File: config.mk
export PLATFORM = sky130hd
export DESIGN_NAME = battle_link_rx_flat
export DESIGN_NICKNAME = d
export VERILOG_FILES = /design/src/rtl/tetris_pkg.sv /design/src/rtl/battle_link_rx_if.sv /design/src/rtl/link_sync.sv /design/src/rtl/battle_link_rx.sv /design/src/flat_wrapper.sv
export SDC_FILE = /design/constraint.sdc
export NUM_CORES = 1
export LEC_CHECK = 0
export ABC_AREA = 1
export CORE_MARGIN = 8
export CORE_UTILIZATION = 52
export DETAILED_ROUTE_END_ITERATION = 7
export HOLD_SLACK_MARGIN = 0.06
export PLACE_DENSITY = 0.81
export SLEW_MARGIN = 20
export SYNTH_ARGS = -nofsm -noshare
export SYNTH_HDL_FRONTEND = slang
export SYNTH_SLANG_ARGS = --single-unit
File: constraint.sdc
create_clock -name clk -period 1.4 [get_ports clk]
set_input_delay 0.28 -clock clk [delete_from_list [all_inputs] [get_ports clk]]
set_output_delay 0.28 -clock clk [all_outputs]
set_load 0.02 [all_outputs]
File: src/rtl/tetris_pkg.sv
// Shared definitions for the battle link: status codes, frame layout,
// link FSM states and the score clamp helper used by the display path.
package tetris_pkg;

    localparam logic [2:0] STAT_IDLE  = 3'd0;
    localparam logic [2:0] STAT_READY = 3'd1;
    localparam logic [2:0] STAT_PLAY  = 3'd2;
    localparam logic [2:0] STAT_PAUSE = 3'd3;
    localparam logic [2:0] STAT_OVER  = 3'd4;

    localparam int LINK_FRAME_W = 14;

    typedef enum logic [1:0] {
        LINK_DOWN    = 2'd0,
        LINK_ACQUIRE = 2'd1,
        LINK_LINKED  = 2'd2
    } link_state_t;

    typedef struct packed {
        logic [2:0] stat;
        logic [6:0] score;
        logic [2:0] ko;
        logic       bomb;
    } link_frame_t;

    // Codes 5..7 are reserved and mark a frame as illegal.
    function automatic logic stat_legal(input logic [2:0] s);
        return s inside {STAT_IDLE, STAT_READY, STAT_PLAY, STAT_PAUSE, STAT_OVER};
    endfunction

    function automatic logic [6:0] clamp_score(input logic [6:0] s);
        return (s > 7'd99) ? 7'd99 : s;
    endfunction

endpackage

File: src/rtl/battle_link_rx_if.sv
// Opponent connector bus as seen by the receive stage.
interface battle_link_rx_if;

    logic       con_in_clk_sync;
    logic [2:0] con_in_stat;
    logic [6:0] con_in_score;
    logic [2:0] con_in_ko;
    logic       con_in_bomb;

    modport master (
        output con_in_clk_sync, con_in_stat, con_in_score, con_in_ko, con_in_bomb
    );

    modport slave (
        input con_in_clk_sync, con_in_stat, con_in_score, con_in_ko, con_in_bomb
    );

endinterface

File: src/rtl/link_sync.sv
// Single-bit multi-flop synchroniser for one asynchronous connector pin.
module link_sync #(
    parameter int SYNC_STAGES = 2
) (
    input  logic clk,
    input  logic pb_in_rst,
    input  logic d,
    output logic q
);

    logic [SYNC_STAGES-1:0] chain;

    // Shift the pin through the flop chain; cleared by reset.
    always_ff @(posedge clk) begin
        if (!pb_in_rst) chain <= '0;
        else            chain <= {chain[SYNC_STAGES-2:0], d};
    end

    assign q = chain[SYNC_STAGES-1];

endmodule

File: src/rtl/battle_link_rx.sv
// Battle link receive stage: synchronises the opponent bus, qualifies frames
// on strobe edges, commits stable legal frames and raises bomb/KO events.
// Optional build macro LINK_RX_SCORE_CLAMP_EN clamps the displayed score to 99.
module battle_link_rx
    import tetris_pkg::*;
#(
    parameter int SYNC_STAGES = 2,
    parameter int STABLE_CNT  = 2,
    parameter int TIMEOUT_CYC = 4000000
) (
    input  logic             clk,
    input  logic             pb_in_rst,
    battle_link_rx_if.slave  con,
    output logic [2:0]       opp_stat,
    output logic [6:0]       opp_score,
    output logic [2:0]       opp_ko,
    output logic             frame_commit,
    output logic             bomb_evt,
    output logic             ko_evt,
    output logic             link_up
);

    localparam int              WD_W    = $clog2(TIMEOUT_CYC + 1);
    localparam logic [WD_W-1:0] WD_MAX  = WD_W'(TIMEOUT_CYC);
    localparam logic [WD_W-1:0] WD_ONE  = WD_W'(1);
    localparam logic [2:0]      STB_MAX = 3'(STABLE_CNT);

    logic [LINK_FRAME_W:0] pins;
    logic [LINK_FRAME_W:0] synced;
    link_frame_t           frame_in;
    logic                  strobe_s;
    logic                  strobe_q;
    logic                  strb_edge;

    link_frame_t           samp;
    logic                  samp_new;
    logic [2:0]            stab_cnt;
    logic [2:0]            stab_nxt;
    link_frame_t           cmt;
    logic [WD_W-1:0]       wdog;
    logic                  timeout;
    logic                  commit;
    logic                  enter_down;

    link_state_t           state;
    link_state_t           state_nxt;

    assign pins = {con.con_in_clk_sync, con.con_in_stat, con.con_in_score,
                   con.con_in_ko, con.con_in_bomb};

    for (genvar i = 0; i <= LINK_FRAME_W; i++) begin : g_sync
        link_sync #(.SYNC_STAGES(SYNC_STAGES)) u_sync (
            .clk       (clk),
            .pb_in_rst (pb_in_rst),
            .d         (pins[i]),
            .q         (synced[i])
        );
    end

    assign frame_in = link_frame_t'(synced[LINK_FRAME_W-1:0]);
    assign strobe_s = synced[LINK_FRAME_W];

    // Edge detect, stability count update, commit and watchdog expiry decisions.
    always_comb begin
        strb_edge = strobe_s & ~strobe_q;
        stab_nxt  = stab_cnt;
        if (!stat_legal(frame_in.stat))
            stab_nxt = '0;
        else if (frame_in == samp)
            stab_nxt = (stab_cnt >= STB_MAX) ? STB_MAX : stab_cnt + 3'd1;
        else
            stab_nxt = 3'd1;
        // An edge on the expiry cycle restarts the watchdog instead of dropping the link.
        timeout    = (wdog == WD_MAX) && !strb_edge;
        enter_down = timeout && (state != LINK_DOWN);
        // samp_new limits evaluation to the cycle after each captured sample.
        commit     = samp_new && (state != LINK_DOWN) && (stab_cnt == STB_MAX) &&
                     ((state == LINK_ACQUIRE) || (samp != cmt));
    end

    // Link FSM state register.
    always_ff @(posedge clk) begin
        if (!pb_in_rst) state <= LINK_DOWN;
        else            state <= state_nxt;
    end

    // Link FSM next-state logic.
    always_comb begin
        state_nxt = state;
        unique case (state)
            LINK_DOWN:    if (strb_edge) state_nxt = LINK_ACQUIRE;
            LINK_ACQUIRE: if (timeout)   state_nxt = LINK_DOWN;
                          else if (commit) state_nxt = LINK_LINKED;
            LINK_LINKED:  if (timeout)   state_nxt = LINK_DOWN;
            default:      state_nxt = LINK_DOWN;
        endcase
    end

    // Link FSM outputs and committed-frame presentation.
    always_comb begin
        link_up  = (state == LINK_LINKED);
        opp_stat = cmt.stat;
        opp_ko   = cmt.ko;
`ifdef LINK_RX_SCORE_CLAMP_EN
        opp_score = clamp_score(cmt.score);
`else
        opp_score = cmt.score;
`endif
    end

    // Sample capture, qualification, commit registers, event pulses and watchdog.
    always_ff @(posedge clk) begin
        if (!pb_in_rst) begin
            strobe_q     <= 1'b0;
            samp         <= '0;
            samp_new     <= 1'b0;
            stab_cnt     <= '0;
            cmt          <= '0;
            wdog         <= '0;
            frame_commit <= 1'b0;
            bomb_evt     <= 1'b0;
            ko_evt       <= 1'b0;
        end else begin
            strobe_q     <= strobe_s;
            samp_new     <= strb_edge;
            frame_commit <= commit;
            bomb_evt     <= commit && (state == LINK_LINKED) && samp.bomb && !cmt.bomb;
            ko_evt       <= commit && (state == LINK_LINKED) && (samp.ko == cmt.ko + 3'd1);

            if (strb_edge)          wdog <= '0;
            else if (wdog != WD_MAX) wdog <= wdog + WD_ONE;

            if (strb_edge) begin
                samp     <= frame_in;
                stab_cnt <= stab_nxt;
            end else if (enter_down) begin
                stab_cnt <= '0;
            end

            if (enter_down)  cmt <= '0;
            else if (commit) cmt <= samp;
        end
    end

endmodule
File: src/flat_wrapper.sv
// flat-port wrapper written by rule: the top's interface ports become plain ports
module battle_link_rx_flat import tetris_pkg::*;
#(
    parameter int SYNC_STAGES = 2,
    parameter int STABLE_CNT  = 2,
    parameter int TIMEOUT_CYC = 4000000
)
  (clk, pb_in_rst, opp_stat, opp_score, opp_ko, frame_commit, bomb_evt, ko_evt, link_up, con_con_in_clk_sync, con_con_in_stat, con_con_in_score, con_con_in_ko, con_con_in_bomb);
  battle_link_rx_if con_i ();
  input  logic clk;
  input  logic pb_in_rst;
  output logic [2:0] opp_stat;
  output logic [6:0] opp_score;
  output logic [2:0] opp_ko;
  output logic frame_commit;
  output logic bomb_evt;
  output logic ko_evt;
  output logic link_up;
  input wire logic [$bits(con_i.con_in_clk_sync)-1:0] con_con_in_clk_sync;
  input wire logic [$bits(con_i.con_in_stat)-1:0] con_con_in_stat;
  input wire logic [$bits(con_i.con_in_score)-1:0] con_con_in_score;
  input wire logic [$bits(con_i.con_in_ko)-1:0] con_con_in_ko;
  input wire logic [$bits(con_i.con_in_bomb)-1:0] con_con_in_bomb;
  assign con_i.con_in_clk_sync = con_con_in_clk_sync;
  assign con_i.con_in_stat = con_con_in_stat;
  assign con_i.con_in_score = con_con_in_score;
  assign con_i.con_in_ko = con_con_in_ko;
  assign con_i.con_in_bomb = con_con_in_bomb;
  battle_link_rx #(.SYNC_STAGES(SYNC_STAGES), .STABLE_CNT(STABLE_CNT), .TIMEOUT_CYC(TIMEOUT_CYC)) u_core (.clk(clk), .pb_in_rst(pb_in_rst), .con(con_i), .opp_stat(opp_stat), .opp_score(opp_score), .opp_ko(opp_ko), .frame_commit(frame_commit), .bomb_evt(bomb_evt), .ko_evt(ko_evt), .link_up(link_up));
endmodule
# ---- Word level (Yosys, flattened, before mapping)
# Index checks and enable logic that the tools add are counted.
dict set report word_totals {
  memories 0
  romBits 0
  latch_bits 0
  mem_bits_rw 0
  register_bits 90
}
dict set report op_classes {
  muxes 10
  magnitude_cmp 1
  n_mul 0
  div_mod_pow 0
  n_eq_ne 15
  n_reduce_logical 20
  n_bitwise 3
  addsub 3
  n_shift 0
}
# operator n
set op_table {}
lappend op_table {{adder 22 x 1 -> 22 bit (second input constant)} 1}
lappend op_table {{equality test 22 bit (second input constant)} 1}
lappend op_table {{!= test 22 bit (second input constant)} 1}
lappend op_table {{2-to-1 mux 3 bit} 5}
lappend op_table {{equality test 14 bit} 1}
lappend op_table {{!= test 14 bit} 1}
lappend op_table {{equality test 3 x 2 -> 1 bit (second input constant)} 3}
lappend op_table {{logical AND 1 bit} 9}
lappend op_table {{2-to-1 mux 2 bit} 4}
lappend op_table {{adder 3 x 1 -> 3 bit (second input constant)} 2}
lappend op_table {{case mux 2 bit (3 select lines)} 1}
lappend op_table {{nonzero test 5 bit} 1}
lappend op_table {{!= test 2 x 1 -> 1 bit (second input constant)} 2}
lappend op_table {{nonzero test 2 bit} 2}
lappend op_table {{OR reduction 2 bit} 2}
lappend op_table {{equality test 3 x 1 -> 1 bit (second input constant)} 1}
lappend op_table {{equality test 3 bit} 1}
lappend op_table {{equality test 3 bit (second input constant)} 1}
lappend op_table {{greater-or-equal comparator 3 x 2 -> 1 bit (second input constant)} 1}
lappend op_table {{zero test 3 bit} 1}
lappend op_table {{!= test 3 x 1 -> 1 bit (second input constant)} 1}
lappend op_table {{AND reduction 3 bit} 1}
lappend op_table {{equality test 2 x 1 -> 1 bit (second input constant)} 1}
lappend op_table {{equality test 2 bit (second input constant)} 1}
lappend op_table {{other kinds (5)} 7}

# ---- Depth between registers and ports, before layout
# Gate-level depths: netlist of the first run.
dict set report depth {
  depth_word 7
  mapped_depth 12
}

# ---- Modules after synthesis
# From an unflattened synthesis of the first run, not the netlist that was laid out.
dict set report unflattened {
  hier_cells 565
  hier_area_um2 4048.9
}
# mod cells_per_inst area_per_inst_um2 seq_area_each_um2 instances
set modules_own_cells {}
lappend modules_own_cells {battle_link_rx 475 3223.1 1201.2 1}
lappend modules_own_cells {link_sync 6 55.1 40.0 15}

# ---- Least setup slack after synthesis of the first run
# OpenSTA, ideal clock, no wires.
dict set report synth_timing {
  kind {register to register}
  start {reg u_core.wdog[0]}
  end {reg u_core.cmt[0] (netlist bit)}
  synth_period_minus_slack_ns 1.453
  slack_ns -0.053
  t_arrival_ns 1.338
  n_path_buf 1
  t_required_ns 1.285
  setup_ns 0.115
  path_stages_with_launch 13
  path_cell_list {dfxtp_1 inv_1 ha_1 nand2_1 nor2_1 nand2_1 nor2_2 nand4_2 nand2_1 inv_2 buf_6 nand2_1 nor2_1}
}
dict set report synth_via {
  elab_chain_len 4
}
# item line
set synth_lines {}
lappend synth_lines {{start, declared} battle_link_rx.sv:40} ;# logic [WD_W-1:0] wdog;
lappend synth_lines {{start signal, assigned} battle_link_rx.sv:131} ;# else if (wdog != WD_MAX) wdog <= wdog + WD_ONE;
lappend synth_lines {{equality test 22 bit} battle_link_rx.sv:74} ;# timeout = (wdog == WD_MAX) && !strb_edge;
lappend synth_lines {{logical AND 1 bit} battle_link_rx.sv:74}
lappend synth_lines {{logical AND 1 bit} battle_link_rx.sv:75} ;# enter_down = timeout && (state != LINK_DOWN);
lappend synth_lines {{OR reduction 2 bit (no source line)} n/a}
lappend synth_lines {{end signal, assigned} battle_link_rx.sv:141} ;# else if (commit) cmt <= samp;
lappend synth_lines {{end, declared} battle_link_rx.sv:39} ;# link_frame_t cmt;
# No other way between the ends.
# A chain may end at the register's enable or synchronous reset.

# ---- Worst setup path after layout of the first run
dict set report layout_timing {
  start {reg u_core.wdog[1]}
  end {reg u_core.wdog[16]}
}
dict set report layout_via {
  elab_chain_len 1
  word_cells_on_any_way 2
  classes_between {1 x add/sub; 1 x eq/ne}
}
# item line
set layout_lines {}
lappend layout_lines {{adder 22 x 1 -> 22 bit or != test 22 bit (tied branches)} battle_link_rx.sv:131}
# Several ways; a longest one is shown, not always the timed one.

==> results of run 1 <==
[sequential cells by signal, summed over array words and instances, names as in the netlist]
signal,cells
u_core.strobe_q,1
u_core.cmt,1
u_core.samp,14
u_core.stab_cnt,3
u_core.state,2
u_core.wdog,22
u_core.g_sync.u_sync.chain,30
u_core.opp_score,7
u_core.ko_evt,1
u_core.opp_ko,3
u_core.samp_new,1
u_core.bomb_evt,1
u_core.frame_commit,1
u_core.opp_stat,3
[critical path, stage by stage, from the launching register on]
cell	delay, ns
dfxtp_4	0.39
ha_4	0.14
nand2_2	0.05
inv_2	0.05
nand2_2	0.06
nor3_4	0.23
buf_6	0.15
buf_6	0.10
nand2_4	0.04
o21ai_0	0.15
nor2_1	0.06
[cell families after synthesis]
family / after synthesis
adders and majority gates: 5
DFF: 90
buffers and inverters: 126
AOI/OAI and AO/OA: 72
xor gates and xnor gates: 9
and+or+nand+nor: 282
[per-layer routing]
| metal | up-vias | global-route usage (%) |
|---|---|---|
| li1 | 1942 | - |
| met4 | 0 | 7.238 |
| met1 | 1707 | 21.10 |
| met5 | - | 0 |
| met3 | 24 | 3.931 |
| met2 | 157 | 27.14 |
[synthesized netlist by cell type, types with 3 or more instances]
library cell  number  share of area [%]
xnor2_1            5                1.1
ha_1               5                1.5
nand4_1            3               0.46
a21oi_1           37                4.5
nand3_1           38                4.7
inv_2              8               0.74
nand2_1          149                 14
nor2_1            65                6.0
buf_6              3               0.83
o21ai_0           16                2.0
nor3_1             7               0.86
dfxtp_1           90                 44
buf_2              4               0.49
nor4_1             3               0.46
nor2_2             5               0.77
clkbuf_1           5               0.46
inv_1             91                8.4
o22ai_1           14                2.1
xor2_1             4               0.86
nand2_2            3               0.46
buf_4             13                2.4
[per-stage QoR]
stage / cell area, µm² / setup WS (ns) / instances
finish: 5175 / -0.1355 / 758
global route: 5175 / -0.2265 / 758
CTS: 4954 / -0.1699 / 753
detailed placement: 4713 / -0.1837 / 735
global placement: 4713 / -0.1149 / 735
floorplan: 4085 / -0.02087 / 584
[worst paths after layout]
| path | to | slack [ns] | startpoint |
|---|---|---|---|
| hold reg to reg | u_core.g_sync[8].u_sync.chain[1]$_SDFF_PN0_ | 0.41 | u_core.g_sync[8].u_sync.chain[0]$_SDFF_PN0_ |
| hold / removal | u_core.g_sync[8].u_sync.chain[1]$_SDFF_PN0_ | 0.41 | u_core.g_sync[8].u_sync.chain[0]$_SDFF_PN0_ |
| setup / recovery | u_core.wdog[16]$_SDFFE_PP0P_ | -0.14 | u_core.wdog[1]$_SDFFE_PP0P_ |
| setup reg to reg | u_core.wdog[16]$_SDFFE_PP0P_ | -0.14 | u_core.wdog[1]$_SDFFE_PP0P_ |
[power groups by stage]
stage               clock network (µW)  registers [µW]  logic [µW]
global route                      1800            2660         481
global placement                     0            2700         358
CTS                               1700            2650         377
detailed placement                   0            2710         370
finish                            1670            2650         428
floorplan                            0            2700         249
[timing repair]
item | in CTS | in global routing
setup endpoints to repair | 46 | 52
pin swaps | 9 | 28
hold endpoints to repair | 0 | 0
gates cloned | 0 | 2
gates resized for setup | 41 | 77
buffers inserted | 2 | 3
[final cells by class]
cell class                      instances  area share (%)
Clock buffer                           10           2.660
Clock inverter                          6          0.9188
Inverter                               99           7.423
Multi-Input combinational cell        368           37.19
Sequential cell                        90           35.23
Tap cell                              102           2.466
Timing Repair Buffer                   83           14.12
==> flow_summary.yaml, run 1 <==
critical_path:
  worst_setup_path_end_kind: "register"
  worst-setup-path-type: "register to register"
  worstPathMaxFanout: 3
  worst-endpoint-arrival_ns: 1.79
  setup.worst_path.start_class: "register"
  critical_path_required_ns: 1.65
  worst-r2r-cell-count: 10
placed_design:
  detailedPlacementHpwl_um: 6613
  io_buffer_count: 33
  gp_congestion: 0.9271
grt:
  number_of_antenna_violations_at_the_first_check_in_global_routing: 0
  globalRouteOverflowTotal: 0
  first_global_vias: 3630
  grt_first_pass_wirelength_um: 15680
  largest_net_degree_at_the_start_of_global_routing: 31
  track_usage_pct: 16.84
power:
  cellInternalPower_uw: 3517
  peak_ir_drop_on_the_vdd_network_mv: 0.6950
  pwr_per_cell_area_nw_per_um2: 918.1
  p_seq_share_pct: 55.8
  swShare_pct: 25.98
  combinational_power_share_pct: 9.0
  share_clk_of_total_power_pct: 35.2
  switchingPower_uw: 1234
  total_power_uw: 4751
  power_leakage_uw: 0.002393
timing:
  report.final.hold_viol_count: 0
  post_layout_worst_setup_margin_ns: -0.1355
  rsz0062_at_grt: "true"
  layout_min_cycle_time_ns: 1.535
  worst_slew_margin_rel_pct: 71.32
  tightest_slew_ns: 0.4297
  setup_viol_count_final: 28
  worst_clock_skew_ns: 0.01241
  fin_setup_tns_ns: -2.351
  max_freq_ghz: 0.6513
  final_max_slew_viol_count: 0
  final.hold.worst_slack_ns: 0.4127
  period_share_pct: 109.7
clock_network:
  clk_path_buf_depth: 2
  clk_latency_worst_skew_pair_ns: 0.36
  htree_num_levels: 3
  cts-buffers-inserted: 9
  cts_sinks: 90
  tritoncts: "built"
  cts.clk_slew.worst_paths_ns: 0.10
  root_cell_of_the_clock_tree: "clkbuf_8"
  hold_buffers: 0
yosys:
  postSynthRegisterBits: 90
  post_synthesis_compound_gate_area_fraction_pct: 9.525
  synth_top_family_by_area: "simple AND/OR/NAND/NOR gates"
  netlist-cell-type-count: 34
  share_of_synthesized_area_occupied_by_flip_flops_and_latches_pct: 44.10
  synth_area_um2: 4085
  synth_fp_nets: 606
  synth.area.mux_share_pct: 0
  synth-warning-count: 0
  synth-main-ff-cell: "dfxtp_1"
  synthesis.instances: 584
  synthArstFlopShare_pct: 0
  yosys.area_share.xor_xnor_pct: 1.930
  yosys.area_share.adder_pct: 1.531
  per_instance_average_area_after_synthesis_um2: 6.995
  synthSimpleGateAreaFrac_pct: 29.46
  number_of_enable_flip_flop_cells_after_synthesis: 0
route:
  drt-total-wl_um: 9584
  dr.max_layer_used: "met4"
  post-route-drc-count: 0
  wire_length_on_met1_um: 4158
  drt-pass1-iter-count: 5
  detailroute.wirelength.met3_um: 783
  route.met2.wl_um: 4397
  detail_route.wl_per_cell_um: 12.64
  detail_route.iter0.violations: 225
  route.antenna.remaining_nets: 0
  drt-vias-per-instance: 5.053
  vias: 3830
final_layout:
  multi_input_area_um2: 1924
  seqCellArea_um2: 1823
  drive_gt1_share_pct: 22.41
  mostFrequentLayoutCell: "nand2_1"
  nets: 673
  nFillCells: 628
  area_growth_pct: 26.68
  n_antenna_cell: 0
  layout.cells.most_common_list: "nand2_1, inv_1, dfxtp_1"
  core_occupancy_in_the_finished_layout_pct: 67.32
floorplanning:
  starting_density_of_the_core_pct: 53.14
  ports_placed_on_the_boundary: 34
  std_cell_rows: 32
  floorplan.die.height_um: 104.6
  die_area_um2: 10950
  die_width_um: 104.6
  core_region_area_um2: 7687
run:
  max_cap_viol_count: 0
min_path:
  holdCritPathClass: "register to register"
  worst_hold_path.num_cells: 2
outcome:
  result_of_the_run: "complete, but fails checks"
  violations: "negative setup slack"
No activity file was read; power rests on OpenSTA's default activity.
==> inputs of run 2 (changes only) <==
CORE_UTILIZATION = 45   (was 52)
PLACE_DENSITY = 0.72   (was 0.81)
==> run 2 against run 1 <==
Clock-buffer cell count down 1. The flow still finishes with violations (negative setup slack). Power up 4.8%. Clock skew up 0.0035 ns. Critical path depth unchanged. Maximum frequency up 2.4%. Setup slack better by 0.036 ns. Wire length up 5.4%. Design area up 6.6%. Non-clock buffer count up 10. Sequential power about the same. Die area up 13%. Worst hold slack better by 0.0081 ns.
==> flow_summary.yaml, run 2 (synthesis results as in run 1) <==
power:
  power_leakage_uw: 0.002484
  peak_ir_drop_on_the_vdd_network_mv: 0.6345
  p_seq_share_pct: 53.3
  swShare_pct: 27.94
  share_clk_of_total_power_pct: 35.6
  cellInternalPower_uw: 3589
  combinational_power_share_pct: 11.1
  pwr_per_cell_area_nw_per_um2: 902.8
  switchingPower_uw: 1392
clock_network:
  clk_path_buf_depth: 2
  clk_latency_worst_skew_pair_ns: 0.36
  hold_buffers: 0
  cts-buffers-inserted: 9
  root_cell_of_the_clock_tree: "clkbuf_8"
  tritoncts: "built"
  cts.clk_slew.worst_paths_ns: 0.11
  cts_sinks: 90
  htree_num_levels: 3
final_layout:
  reg_top3: "u_core.g_sync.u_sync.chain (30), u_core.wdog (22), u_core.samp (14)"
  area_growth_pct: 35.04
  nets: 684
  drive_gt1_share_pct: 32.08
  nFillCells: 760
  largest-register: "u_core.g_sync.u_sync.chain"
  stdcell_area_um2: 5517
  n_antenna_cell: 0
  mostFrequentLayoutCell: "nand2_1"
  layout.cells.most_common_list: "nand2_1, inv_1, dfxtp_1"
  max_ffs_per_register: 30
floorplanning:
  starting_density_of_the_core_pct: 46.62
  core_region_area_um2: 8763
  std_cell_rows: 34
  floorplan.die.height_um: 111.3
  die_area_um2: 12380
  ports_placed_on_the_boundary: 34
  die_width_um: 111.3
route:
  drt-pass1-iter-count: 5
  drt-total-wl_um: 10100
  detail_route.iter0.violations: 211
  post-route-drc-count: 0
  vias: 3890
  detail_route.wl_per_cell_um: 13.03
  route.antenna.remaining_nets: 0
  drt-vias-per-instance: 5.019
grt:
  number_of_antenna_violations_at_the_first_check_in_global_routing: 0
  first_global_vias: 3501
  track_usage_pct: 14.88
  globalRouteOverflowTotal: 0
  grt_first_pass_wirelength_um: 15720
  largest_net_degree_at_the_start_of_global_routing: 31
critical_path:
  cp_slowest_stage_delay_ns: 0.39
  worstPathCellList: "ha_4 > nand2_2 > inv_2 > nand2_2 > nor3_4 > buf_4 > buf_6 > nand2_1 > nand2_1 > a21oi_2"
  worst_setup_path_end_kind: "register"
  critPathSlowestCell: "dfxtp_4"
  worst-endpoint-arrival_ns: 1.77
  worst-setup-path-type: "register to register"
  setup.worst_path.start_class: "register"
  critical_path_required_ns: 1.67
  worstPathMaxFanout: 4
timing:
  layout_min_cycle_time_ns: 1.499
  post_layout_worst_setup_margin_ns: -0.09914
  setup_viol_count_final: 32
  final_max_slew_viol_count: 0
  worst_slew_margin_rel_pct: 77.30
  worst_clock_skew_ns: 0.01594
  fin_setup_tns_ns: -1.651
  rsz0062_at_grt: "true"
  period_share_pct: 107.1
  tightest_slew_ns: 0.3379
  max_freq_ghz: 0.6670
  report.final.hold_viol_count: 0
run:
  max_cap_viol_count: 0
placed_design:
  io_buffer_count: 33
  gp_congestion: 0.8598
  dpl-instance-area_um2: 4798
  detailedPlacementHpwl_um: 6715
outcome:
  result_of_the_run: "complete, but fails checks"
  violations: "negative setup slack"
min_path:
  holdCritPathClass: "register to register"
run 2: changes by cell type in the layout (fill, tap and decap cells not counted), sizes merged:
| cell | change |
|---|---|
| clkbuf | +2 |
| inv | +2 |
| clkdlybuf4s15 | -2 |
| clkinv | +1 |
| clkinvlp | -1 |
| buf | +9 |
run 2: area by class of cell:
class,instances,area (µm²),share of cell area [%]
inverters,99,386.6,7.008
clock buffers,9,123.9,2.245
multi-input cells,368,2126,38.53
well taps,108,135.1,2.450
repair buffers,93,833.3,15.11
repair inverters,1,11.26,0.2041
flip-flops and latches,90,1824,33.07
clock inverters,7,76.32,1.384
run 2: power by group through the flow:
stage	clock, µW	combinational [µW]	sequential (µW)
2_1_floorplan	0	249	2700
3_3_place_gp	0	385	2700
3_5_place_dp	0	395	2700
4_1_cts	1820	462	2650
5_1_grt	1920	602	2660
6_report	1770	552	2650
run 2: what timing repair did:
action	in CTS	in global routing
gates resized for setup	84	100
cloned	2	2
pin swaps	35	34
endpoints found under the hold margin	0	0
setup buffers	4	3
endpoints found under the setup margin	47	53
run 2: through the flow:
step	util (%)	instances	setup slack (ns)	power [µW]	hold slack, ns
final	62.95	775	-0.09914	4980	0.4207
after global routing	62.95	775	-0.2262	5187	0.4323
after CTS	59.47	770	-0.1584	4931	0.4158
after detailed placement	54.75	748	-0.1564	3100	0.3968
after global placement	54.75	748	-0.09428	3087	0.3926
after floorplan	-	584	-0.02087	2946	0.3776
run 2: critical path, delay by kind of cell, from the launching register on:
family,cells,cell delay (ns)
compound gates,1,0.05
fa+ha+maj,1,0.14
buf+inv,3,0.36
flops,1,0.39
simple gates,5,0.47
run 2: worst paths after layout:
check                                                              endpoint  slack [ns]                                         from  cells after the start
worst max-delay path                           u_core.wdog[20]$_SDFFE_PP0P_        -0.1                  u_core.wdog[1]$_SDFFE_PP0P_                     10
worst min-delay path            u_core.g_sync[3].u_sync.chain[1]$_SDFF_PN0_        0.42  u_core.g_sync[3].u_sync.chain[0]$_SDFF_PN0_                      2
worst max register to register                 u_core.wdog[20]$_SDFFE_PP0P_        -0.1                  u_core.wdog[1]$_SDFFE_PP0P_                     10
worst min register to register  u_core.g_sync[3].u_sync.chain[1]$_SDFF_PN0_        0.42  u_core.g_sync[3].u_sync.chain[0]$_SDFF_PN0_                      2
run 2: per-layer routing:
layer | part of all wire (%) | global-route usage (%) | wire length, µm
met1 | 46 | 19.76 | 4666
met2 | 46 | 23.03 | 4693
met3 | 6.0 | 3.247 | 606
met4 | 1.3 | 5.333 | 134
met5 | 0 | 0 | 0
==> inputs of run 3 (changes only) <==
CORE_UTILIZATION = 52   (was 45)
PLACE_DENSITY = 0.87   (was 0.72)
==> run 3 against run 2 <==
The flow still finishes with violations (negative setup slack). Setup slack got worse by 0.14 ns. Sequential share of layout area rose by 0.16 points. Register-to-register slack got worse by 0.14 ns. Global-route usage rose by 3.7 points. Flip-flop and latch count did not move. Clock-buffer cell count rose by 1. Wire length rose by 20%. Worst hold slack got worse by 0.0058 ns. Design area did not move. Final cell count fell by 1.5%. Largest power group unchanged. Combinational power fell by 3%.
==> flow_summary.yaml, run 3 (synthesis results as in run 1) <==
outcome:
  result_of_the_run: "complete, but fails checks"
  violations: "negative setup slack"
critical_path:
  worstPathMaxFanout: 5
  worstPathCellList: "inv_1 > nand2_2 > o21ai_1 > inv_1 > nand3_1 > nor2_2 > nand2_4 > buf_6 > nand3_1 > nand2_2 > nor2_1"
  cp_slowest_stage_delay_ns: 0.38
  critPathSlowestCell: "dfxtp_2"
  worst_setup_path_end_kind: "register"
  worst-setup-path-type: "register to register"
  worst-endpoint-arrival_ns: 1.94
  cell_family_contributing_the_most_delay_on_the_critical_path: "simple AND/OR/NAND/NOR gates"
  timing.critical_path.buf_inv: 3
  critical_path_required_ns: 1.70
  setup.worst_path.start_class: "register"
power:
  share_clk_of_total_power_pct: 34.2
  p_seq_share_pct: 54.7
  combinational_power_share_pct: 11.1
  pwr_per_cell_area_nw_per_um2: 880.1
  swShare_pct: 27.65
  cellInternalPower_uw: 3513
  switchingPower_uw: 1342
  peak_ir_drop_on_the_vdd_network_mv: 0.5164
  power_leakage_uw: 0.002496
clock_network:
  tritoncts: "built"
  root_cell_of_the_clock_tree: "clkbuf_8"
  clk_path_buf_depth: 2
  cts.clk_slew.worst_paths_ns: 0.10
  cts_sinks: 90
  htree_num_levels: 3
  clk_latency_worst_skew_pair_ns: 0.38
  cts-buffers-inserted: 9
final_layout:
  mostFrequentLayoutCell: "nand2_1"
  max_ffs_per_register: 30
  largest-register: "u_core.g_sync.u_sync.chain"
  n_antenna_cell: 0
  area_growth_pct: 35.04
  reg_top3: "u_core.g_sync.u_sync.chain (30), u_core.wdog (22), u_core.samp (14)"
  nets: 678
  drive_gt1_share_pct: 33.28
  layout.cells.most_common_list: "nand2_1, inv_1, dfxtp_1"
placed_design:
  gp_congestion: 0.8727
  io_buffer_count: 33
  detailedPlacementHpwl_um: 6869
grt:
  number_of_antenna_violations_at_the_first_check_in_global_routing: 0
  track_usage_pct: 18.55
  largest_net_degree_at_the_start_of_global_routing: 31
  globalRouteOverflowTotal: 0
  grt_first_pass_wirelength_um: 16840
  first_global_vias: 3746
floorplanning:
  die_area_um2: 10950
  starting_density_of_the_core_pct: 53.14
  core_region_area_um2: 7687
  floorplan.die.height_um: 104.6
  ports_placed_on_the_boundary: 34
  die_width_um: 104.6
  std_cell_rows: 32
timing:
  worst_clock_skew_ns: 0.01679
  rsz0062_at_grt: "true"
  tightest_slew_ns: 0.3432
  fin_setup_tns_ns: -3.545
  period_share_pct: 117.3
  final.hold.worst_slack_ns: 0.4149
  report.final.hold_viol_count: 0
  worst_slew_margin_rel_pct: 77.09
  final_max_slew_viol_count: 0
  post_layout_worst_setup_margin_ns: -0.2418
  max_freq_ghz: 0.6091
  setup_viol_count_final: 34
  layout_min_cycle_time_ns: 1.642
min_path:
  holdCritPathClass: "register to register"
route:
  drt-total-wl_um: 12090
  drt-vias-per-instance: 5.567
  vias: 4248
  route.antenna.remaining_nets: 0
  drt-pass1-iter-count: 6
  detail_route.wl_per_cell_um: 15.84
  post-route-drc-count: 0
  detail_route.iter0.violations: 456
run:
  max_cap_viol_count: 0
==> run 3: cell types whose count changed in the layout (fill, tap and decap cells not counted), sizes merged <==
| cell | delta |
|---|---|
| clkinvlp | +1 |
| inv | -1 |
| clkdlybuf4s15 | +3 |
| clkbuf | -4 |
| buf | -4 |
| clkinv | -1 |
==> run 3: power by group through the flow <==
stage               Sequential [µW]  Combinational, µW  Clock, µW
finish                         2660                537       1660
global route                   2660                579       1780
CTS                            2650                449       1670
detailed placement             2710                387          0
global placement               2700                369          0
floorplan                      2700                249          0
==> run 3: final timing paths <==
kind | startpoint | to | slack [ns] | cells past startpoint
max | u_core.cmt[0]$_SDFFE_PP0P_ | u_core.cmt[0]$_SDFFE_PP0P_ | -0.24 | 11
max reg2reg | u_core.cmt[0]$_SDFFE_PP0P_ | u_core.cmt[0]$_SDFFE_PP0P_ | -0.24 | 11
min | u_core.g_sync[9].u_sync.chain[0]$_SDFF_PN0_ | u_core.g_sync[9].u_sync.chain[1]$_SDFF_PN0_ | 0.41 | 2
min reg2reg | u_core.g_sync[9].u_sync.chain[0]$_SDFF_PN0_ | u_core.g_sync[9].u_sync.chain[1]$_SDFF_PN0_ | 0.41 | 2
==> run 3: cell type report <==
class / instances / area [µm²]
Clock buffer: 10 / 127.6
Timing Repair Buffer: 87 / 812.0
Sequential cell: 90 / 1833
Multi-Input combinational cell: 368 / 2166
Fill cell: 505 / 2171
Inverter: 99 / 391.6
Clock inverter: 6 / 47.55
Tap cell: 102 / 127.6
Timing Repair inverter: 1 / 11.26
==> run 3: stage by stage <==
step	total power (µW)	area [µm²]	instances	utilization, %	setup slack, ns
CTS	4766	5155	755	67.06	-0.1539
finish	4855	5517	763	71.76	-0.2418
global route	5019	5517	763	71.76	-0.3546
detailed placement	3092	4711	733	61.28	-0.1956
global placement	3071	4711	733	61.28	-0.08422
floorplan	2946	4085	584	-	-0.02087
==> run 3: what timing repair did <==
item,4_1_cts,5_1_grt
pin swaps,43,30
cloned,3,1
endpoints found under the setup margin,48,51
hold buffers,0,0
buffers inserted,3,8
resized for setup,99,114
==> run 3: routing by layer <==
metal	track usage, %	up-vias	wire [µm]
met5	0	-	0
met4	9.582	0	655
met3	4.484	90	1270
met2	30.92	313	5518
met1	21.75	1891	4642
li1	-	1954	-
==> run 3: tightest hold or removal path, delay by kind of cell (launching register included) <==
kind | cells | cell delay [ns]
buffers and inverters | 1 | 0.03
flip-flops | 1 | 0.31
AND/OR/NAND/NOR | 1 | 0.05
